`src/rtl/shift_alu_arbiter.sv`:
```
// shift_alu_arbiter
// Shares one registered shift ALU between two requesters. A request is
// accepted over a valid/ready handshake (round-robin on ties), issued to the
// ALU for one cycle, and the registered ALU result is returned on the granted
// requester's response channel. Only one transaction is in flight at a time.
//
// Ports
//   clock, reset             rising-edge clock, asynchronous active-high reset
//   reqN_valid/ready         request handshake for requester N (N = 0, 1)
//   reqN_in/shift/op         operand, shift amount, operation code
//   rspN_valid/ready         response handshake for requester N
//   rsp_data                 result, shared by both response channels
//   alu_enable/in/shift/op   drive to the shared ALU (enable is one cycle wide)
//   alu_out                  registered ALU result, valid one cycle after enable
//   busy                     a transaction is in progress
//   ops_done                 completed transaction count, wraps at 16 bits

`ifndef REGISTER_WIDTH
`define REGISTER_WIDTH 32
`endif

module shift_alu_arbiter #(
  parameter int unsigned reg_wd = `REGISTER_WIDTH
) (
  input  logic              clock,
  input  logic              reset,
  input  logic              req0_valid,
  output logic              req0_ready,
  input  logic [reg_wd-1:0] req0_in,
  input  logic [4:0]        req0_shift,
  input  logic [2:0]        req0_op,
  input  logic              req1_valid,
  output logic              req1_ready,
  input  logic [reg_wd-1:0] req1_in,
  input  logic [4:0]        req1_shift,
  input  logic [2:0]        req1_op,
  output logic              rsp0_valid,
  input  logic              rsp0_ready,
  output logic              rsp1_valid,
  input  logic              rsp1_ready,
  output logic [reg_wd-1:0] rsp_data,
  output logic              alu_enable,
  output logic [reg_wd-1:0] alu_in,
  output logic [4:0]        alu_shift,
  output logic [2:0]        alu_op,
  input  logic [reg_wd-1:0] alu_out,
  output logic              busy,
  output logic [15:0]       ops_done
);

  typedef enum logic [1:0] {
    IDLE,
    ISSUE,
    WAIT,
    RESP
  } state_t;

  state_t state;
  state_t next_state;

  logic last_grant;
  logic grant_id;
  logic pick;
  logic any_valid;
  logic accept;
  logic rsp_fire;

  // Round-robin pick: on a tie the requester not granted last time wins;
  // otherwise whichever requester is valid.
  always_comb begin
    any_valid = req0_valid | req1_valid;
    if (req0_valid && req1_valid) begin
      pick = ~last_grant;
    end else begin
      pick = req1_valid;
    end
  end

  always_comb begin
    next_state = state;
    req0_ready = 1'b0;
    req1_ready = 1'b0;
    alu_enable = 1'b0;
    accept     = 1'b0;
    rsp_fire   = 1'b0;
    case (state)
      IDLE: begin
        if (any_valid) begin
          req0_ready = ~pick;
          req1_ready = pick;
          accept     = 1'b1;
          next_state = ISSUE;
        end
      end
      ISSUE: begin
        alu_enable = 1'b1;
        next_state = WAIT;
      end
      WAIT: begin
        next_state = RESP;
      end
      RESP: begin
        rsp_fire = grant_id ? (rsp1_valid & rsp1_ready) : (rsp0_valid & rsp0_ready);
        if (rsp_fire) begin
          next_state = IDLE;
        end
      end
      default: begin
        next_state = IDLE;
      end
    endcase
  end

  always_ff @(posedge clock or posedge reset) begin
    if (reset) begin
      state <= IDLE;
    end else begin
      state <= next_state;
    end
  end

  always_ff @(posedge clock or posedge reset) begin
    if (reset) begin
      last_grant <= 1'b1;
      grant_id   <= 1'b0;
      alu_in     <= '0;
      alu_shift  <= '0;
      alu_op     <= '0;
      rsp_data   <= '0;
      rsp0_valid <= 1'b0;
      rsp1_valid <= 1'b0;
      ops_done   <= '0;
      busy       <= 1'b0;
    end else begin
      busy <= (next_state != IDLE);
      if (accept) begin
        grant_id   <= pick;
        last_grant <= pick;
        alu_in     <= pick ? req1_in    : req0_in;
        alu_shift  <= pick ? req1_shift : req0_shift;
        alu_op     <= pick ? req1_op    : req0_op;
      end
      if (state == WAIT) begin
        rsp_data   <= alu_out;
        rsp0_valid <= ~grant_id;
        rsp1_valid <= grant_id;
      end
      if (rsp_fire) begin
        rsp0_valid <= 1'b0;
        rsp1_valid <= 1'b0;
        ops_done   <= ops_done + 16'd1;
      end
    end
  end

endmodule

```
`config.mk`:
```
export PLATFORM = sky130hd
export DESIGN_NAME = shift_alu_arbiter
export DESIGN_NICKNAME = d
export VERILOG_FILES = /design/src/rtl/shift_alu_arbiter.sv
export SDC_FILE = /design/constraint.sdc
export NUM_CORES = 1
export LEC_CHECK = 0
export CAP_MARGIN = 10
export CORE_MARGIN = 1.5
export CORE_UTILIZATION = 28
export CTS_BUF_LIST = sky130_fd_sc_hd__clkbuf_4 sky130_fd_sc_hd__clkbuf_8 sky130_fd_sc_hd__clkbuf_16
export DETAILED_ROUTE_END_ITERATION = 10
export RECOVER_POWER = 25
export SYNTH_ARGS = -nofsm -noshare
export SYNTH_HDL_FRONTEND = slang
export SYNTH_SLANG_ARGS = --single-unit
export TNS_END_PERCENT = 5
```
`constraint.sdc`:
```
create_clock -name clock -period 3.2 [get_ports clock]
set_clock_uncertainty 0.1 [all_clocks]
set_input_delay 0.32 -clock clock [delete_from_list [all_inputs] [get_ports clock]]
set_output_delay 0.32 -clock clock [all_outputs]
set_load 0.005 [all_outputs]
```
==> run_results.csv, run 1 <==
group,metric,value,unit
power_and_ir_drop,power_density,796.2,mW/mm2
run_status,violations,"max-capacitance violations, max-slew violations",
finish,layout-drive-gt1-share,7.407,%
critical_path,crit_type,"in2async",
timing,hold_ws,0.3680,ns
timing,finalWorstSetupSlack,0.9337,ns
critical_path,worst-path-max-fanout,51,
cts,htree_levels,3,
cts,clockBufferDepth,2,
timing,drv_slew,51,
routing,drc,0,
power_and_ir_drop,p_int,3.685,mW
cts,path_clk_slew,0.07,ns
min_path,hp-class,"reg2reg",
global_routing,gr-total-overflow,0,
global_routing,grt_start_max_net_pins,63,
floorplanning,ioPinCount,212,
floorplanning,die_area,0.01555,mm2
critical_path,worst_setup_path_start_kind,"input pin",
floorplanning,core,0.01448,mm2
critical_path,crit_buf_inv,2,
power_and_ir_drop,p_switching,1.675,mW
critical_path,slowest_stage,"inv_1",
floorplanning,placementRows,44,
routing,viasPerCell,4.446,
routing,drt-initial-drc-count,184,
placement,hpwl,8.730,mm
timing,tns,0,ns
critical_path,cp.required,3.14,ns
synthesis,async_flop_share,100.0,%
timing,timing.fmax,441.3,MHz
critical_path,cpLargestDelayFamily,"buffers and inverters",
synthesis,synth_cells,439,
power_and_ir_drop,finalPower,5.360,mW
power_and_ir_drop,swShare,31.26,%
timing,rsz0062_at_grt,"no",
cts,tritoncts,"built",
finish,diodes,0,
global_routing,antenna_found_initial,0,
timing,slew_headroom,-37.14,%
critical_path,path_cells,"clkdlybuf4s50_1, inv_1",
timing,worst_pin_slew,2.055,ns
timing,finalSetupViolCount,0,
placement,io_buffers,211,
power_and_ir_drop,ir_worst_vdd,0.3917,mV
routing,num_vias,3699,
run,drv_cap,1,
power_and_ir_drop,p_clk_share,20.1,%
routing,drtPass1Iterations,4,
power_and_ir_drop,p_leak,2.984,nW
timing,fin_crit_sh,70.82,%
floorplanning,die_x,124.7,um
cts,cts_num_sinks,95,
timing,hold_violations,0,
cts,cts_setup_buffers,0,
critical_path,arrival,2.21,ns
finish,nets,762,
placement,gp_congestion,0.7423,
synthesis,synth_ff_type,"dfrtp_1",
finish,area_delta_synth_final,62.34,%
synthesis,ys_types,37,
floorplanning,die_h,124.7,um
synthesis,avgSynthCellArea,9.445,um2
placement,place_ws,0.9683,ns
routing,totalWireLength,11.70,mm
global_routing,grt_first_pass_wirelength,19.22,mm
global_routing,grt_usage,15.51,%
synthesis,ys_seq_elements,95,
synthesis,synth-edff-count,0,
global_routing,grt_pass1_vias,3705,
floorplanning,initial_utilization,28.64,%
timing,layout_min_cycle_time,2.266,ns
critical_path,crit_path_end_kind,"async pin",
finish,multi_input_area,0.001615,mm2
synthesis,ys_seq_area_share,57.36,%
finish,regArea,0.002379,mm2
cts,root_buffer,"clkbuf_16",
cts,ctsResizeCount,0,
run_status,status,"complete, but fails checks",
routing,ant_nets,0,
synthesis,synth_nets,558,
power_and_ir_drop,power_frac_comb,41.3,%
synthesis,yosysWarningCount,0,
synthesis,synth.cell_area,0.004146,mm2
cts,cts_hold_buf,0,
power_and_ir_drop,p_seq_share,38.6,%
critical_path,critPathMaxStageDelay,1.45,ns
critical_path,r2r_setup_slack,1.31,ns
routing,wl_per_cell,14.06,um
finish,num-fill-cells,1351,
cts,cts_made_buffers,9,
cts,clk_latency,0.33,ns
==> worst paths after layout <==
| kind | startpoint | endpoint | cells past startpoint |
|---|---|---|---|
| worst max-delay path | reset | alu_in[9]$_DFFE_PP0P_ | 2 |
| worst min-delay path | alu_in[28]$_DFFE_PP0P_ | alu_in[28]$_DFFE_PP0P_ | 2 |
| worst max register to register | state[1]$_DFF_PP0_ | alu_in[22]$_DFFE_PP0P_ | 5 |
| worst min register to register | alu_in[28]$_DFFE_PP0P_ | alu_in[28]$_DFFE_PP0P_ | 2 |
| max in group clock | state[1]$_DFF_PP0_ | req0_ready | 4 |
| min in group asynchronous | reset | rsp_data[5]$_DFFE_PP0P_ | 2 |
==> layout by cell type (no fill, tap or decap), drive strengths merged <==
cell	instances
xor2	3
nor2	39
dfstp	1
nor2b	2
o21a	1
and4	4
clkbuf	10
a21oi	2
nand4	4
a21boi	1
nand2	184
ha	1
o22ai	1
and3	3
nand3	8
a21o	3
a32oi	4
nand2b	1
nor3	1
o21ai	3
mux2	1
bufinv	1
nand3b	1
inv	1
buf	9
dfrtp	94
clkinv	3
a31oi	36
clkinvlp	2
xnor2	12
a21bo	1
clkdlybuf4s50	211
==> cells by family (layout without fill, tap and decap cells) <==
group | after synthesis | count (layout) | synth area share [%]
DFF | 95 | 95 | 57.36
muxes | 1 | 1 | 0.3620
adders and majority gates | 1 | 1 | 0.3017
xor gates and xnor gates | 15 | 15 | 3.530
AOI/OAI and AO/OA | 52 | 52 | 8.811
and+or+nand+nor | 247 | 247 | 25.86
buffers and inverters | 28 | 237 | 3.772
==> synth_stat cells (3+ instances only) <==
cell        n  area [um2]
a21o_1      3       22.52
a31oi_1    36       225.2
a32oi_1     4       35.03
and4_1      3       26.28
buf_2      11       55.05
buf_4       6       45.04
clkbuf_1    8       30.03
dfrtp_1    94        2352
nand2_1   183       686.9
nand3_1     3       15.01
nand3_2     5       50.05
nor2_1     38       142.6
o21ai_1     3       15.01
xnor2_1    10       87.58
xor2_1      3       26.28
==> registers in the layout (all words and copies together) (netlist names) <==
signal / cells
grant_id: 1
last_grant: 1
rsp1_valid: 1
alu_in: 32
rsp_data: 32
alu_shift: 5
rsp0_valid: 1
state: 2
alu_op: 3
ops_done: 16
busy: 1
==> area by class of cell <==
cell class | instances | area share [%]
Tap cell | 184 | 3.420
Sequential cell | 95 | 35.33
Clock buffer | 10 | 3.550
Inverter | 1 | 0.05576
Multi-Input combinational cell | 316 | 24.00
Clock inverter | 6 | 0.8922
Timing Repair Buffer | 220 | 32.75
==> per-layer routing <==
| metal | GRT usage (%) | vias up | part of all wire, % |
|---|---|---|---|
| met2 | 25.69 | 127 | 48 |
| met3 | 5.284 | 13 | 8.0 |
| met4 | 5.544 | 0 | 1.6 |
| met1 | 18.74 | 1719 | 43 |
| li1 | - | 1840 | - |
| met5 | 0 | - | 0 |
==> power by group through the flow <==
stage | Combinational [mW] | Clock, mW | Sequential, mW
final | 2.21 | 1.08 | 2.07
after global routing | 2.45 | 1.17 | 2.15
after CTS | 2.26 | 1.12 | 2.08
after detailed placement | 2.25 | 0 | 2.09
after global placement | 2.23 | 0 | 2.06
after floorplan | 0.871 | 0 | 2.07
==> metrics by stage <==
| step | util, % | cells | cell area, um2 |
|---|---|---|---|
| 6_report | 46.49 | 832 | 6731 |
| 5_1_grt | 46.49 | 832 | 6731 |
| 4_1_cts | 46.51 | 832 | 6734 |
| 3_5_place_dp | 44.44 | 816 | 6435 |
| 3_3_place_gp | 44.44 | 816 | 6435 |
| 2_1_floorplan | - | 439 | 4146 |
Note: power is estimated with default switching activity, not from simulation.
==> run 2, diff against run 1 <==
- clock period: 3.2 -> 1.9 ns (I/O delays scaled with it)
==> run 2 against run 1 <==
Net effect:
- the run now ends clean
- count of clock-buffer cells in the layout fell by 1
- combinational power rose by 72%
- via count rose by 1.6%
- critical path type is now reg2reg
- highest routed layer unchanged
==> run_results.csv, run 2 (synthesis gave the netlist of run 1 again) <==
group,metric,value,unit
run_status,status,"finished clean",
routing,totalWireLength,11.66,mm
timing,worst_pin_slew,0.5146,ns
routing,drtPass1Iterations,4,
cts,path_clk_slew,0.07,ns
routing,wl_per_cell,13.93,um
critical_path,arrival,1.85,ns
timing,layout_min_cycle_time,1.720,ns
timing,rsz0062_at_grt,"no",
critical_path,path_cells,"and4_4, and4_1, nand4_4, xnor2_2",
floorplanning,die_h,124.7,um
power_and_ir_drop,power_density,1341,mW/mm2
placement,gp_congestion,0.8029,
finish,nets,767,
timing,hold_ws,0.2692,ns
timing,tns,0,ns
cts,cts_num_sinks,95,
finish,post-route-util,46.75,%
floorplanning,placementRows,44,
global_routing,gr-total-overflow,0,
global_routing,grt_first_pass_wirelength,18.80,mm
cts,tritoncts,"built",
power_and_ir_drop,ir_worst_vdd,0.4842,mV
timing,finalSetupViolCount,0,
cts,cts_made_buffers,9,
critical_path,worst-path-max-fanout,7,
critical_path,crit_path_end_kind,"flip-flop",
floorplanning,initial_utilization,28.64,%
floorplanning,die_x,124.7,um
critical_path,crit_buf_inv,0,
critical_path,worst_setup_path_start_kind,"flip-flop",
critical_path,critPathMaxStageDelay,0.47,ns
routing,routed-wl-met2,5.227,mm
timing,slew_headroom,65.69,%
finish,fin_area,0.006769,mm2
critical_path,crit_type,"reg2reg",
routing,top_layer_used,"met4",
critical_path,cpLargestDelayFamily,"simple AND/OR/NAND/NOR gates",
routing,viasPerCell,4.490,
finish,layout-drive-gt1-share,8.576,%
floorplanning,core,0.01448,mm2
global_routing,grt_usage,15.19,%
global_routing,grt_start_max_net_pins,96,
floorplanning,die_area,0.01555,mm2
routing,wl_met1,5.159,mm
cts,clockBufferDepth,2,
routing,num_vias,3758,
cts,cts_hold_buf,0,
power_and_ir_drop,finalPower,9.075,mW
timing,drv_slew,0,
power_and_ir_drop,p_leak,3.006,nW
floorplanning,ioPinCount,212,
placement,placed_area,0.006474,mm2
min_path,hp-class,"in2reg",
routing,wl_met3,1.015,mm
placement,hpwl,8.533,mm
cts,htree_levels,3,
finish,final_cell_mix,"clkdlybuf4s50_1 (207), nand2_1 (183), dfrtp_1 (92)",
placement,io_buffers,211,
finish,area_delta_synth_final,63.25,%
routing,drt-initial-drc-count,136,
run,drv_cap,0,
global_routing,grt_pass1_vias,3809,
critical_path,slowest_stage,"and4_1",
timing,timing.fmax,581.4,MHz
routing,ant_nets,0,
finish,top_regs,"alu_in x32, rsp_data x32, ops_done x16",
cts,root_buffer,"clkbuf_16",
timing,hold_violations,0,
finish,diodes,0,
critical_path,cp.required,2.03,ns
cts,clk_latency,0.34,ns
routing,drc,0,
finish,layout_commonest_cell,"clkdlybuf4s50_1",
global_routing,antenna_found_initial,0,
timing,fin_crit_sh,90.53,%
==> run 2: cell count changes in the layout (fill, tap and decap cells not counted), sizes merged <==
| cell | change |
|---|---|
| clkbuf | -1 |
| clkinvlp | +3 |
| buf | +5 |
| dlygate4sd3 | +1 |
| clkdlybuf4s50 | -4 |
| inv | -1 |
| clkinv | -1 |
| dlygate4sd2 | +3 |
==> run 2: worst reg2reg max path, cell delays in order, from the launching register on <==
cell     delay (ns)
dfrtp_1        0.46
and4_4         0.28
and4_1         0.47
nand4_4        0.15
xnor2_2        0.15
==> run 2: area by class of cell <==
type / instances / area (um2)
fill: 1414 / 7710
sequential: 95 / 2381
timing repair buffer: 225 / 2238
multi-input combinational: 316 / 1615
tap: 184 / 230.2
clock buffer: 9 / 225.2
clock inverter: 7 / 73.82
inverter: 1 / 5.005
==> run 2: what timing repair did <==
item                       in CTS  in global routing
gates resized for setup         5                  0
setup endpoints to repair       3                  0
buffers inserted                0                  0
==> run 2: path summary, 6_finish.rpt <==
path                                                 end                     from  depth (start not counted)  slack [ns]
worst max register to register  ops_done[11]$_DFFE_PP0P_  ops_done[2]$_DFFE_PP0P_                          4        0.18
worst min register to register    alu_in[27]$_DFFE_PP0P_   alu_in[27]$_DFFE_PP0P_                          2        0.37
max in group asynchronous         alu_in[14]$_DFFE_PP0P_                    reset                          3        0.92
worst max-delay path            ops_done[11]$_DFFE_PP0P_  ops_done[2]$_DFFE_PP0P_                          4        0.18
min in group asynchronous         alu_in[29]$_DFFE_PP0P_                    reset                          3        0.37
worst min-delay path            rsp_data[30]$_DFFE_PP0P_              alu_out[30]                          3        0.27
==> run 2: per-layer routing <==
| layer | vias to the layer above | track usage (%) |
|---|---|---|
| li1 | 1855 | - |
| met1 | 1735 | 19.19 |
| met2 | 150 | 23.46 |
| met3 | 18 | 5.026 |
| met4 | 0 | 7.167 |
| met5 | - | 0 |
==> run 2: report_power, final <==
group	internal, mW	leakage, nW	switching [mW]
registers	2.92	1.16	0.549
clock network	1.02	0.134	0.788
logic	2.28	1.71	1.53
==> run 2: per-stage QoR <==
step           setup WS, ns  instances
3_3_place_gp        0.03166        821
5_1_grt             0.09104        837
2_1_floorplan        0.4238        439
3_5_place_dp      -0.008915        821
6_report             0.1800        837
4_1_cts              0.1830        837
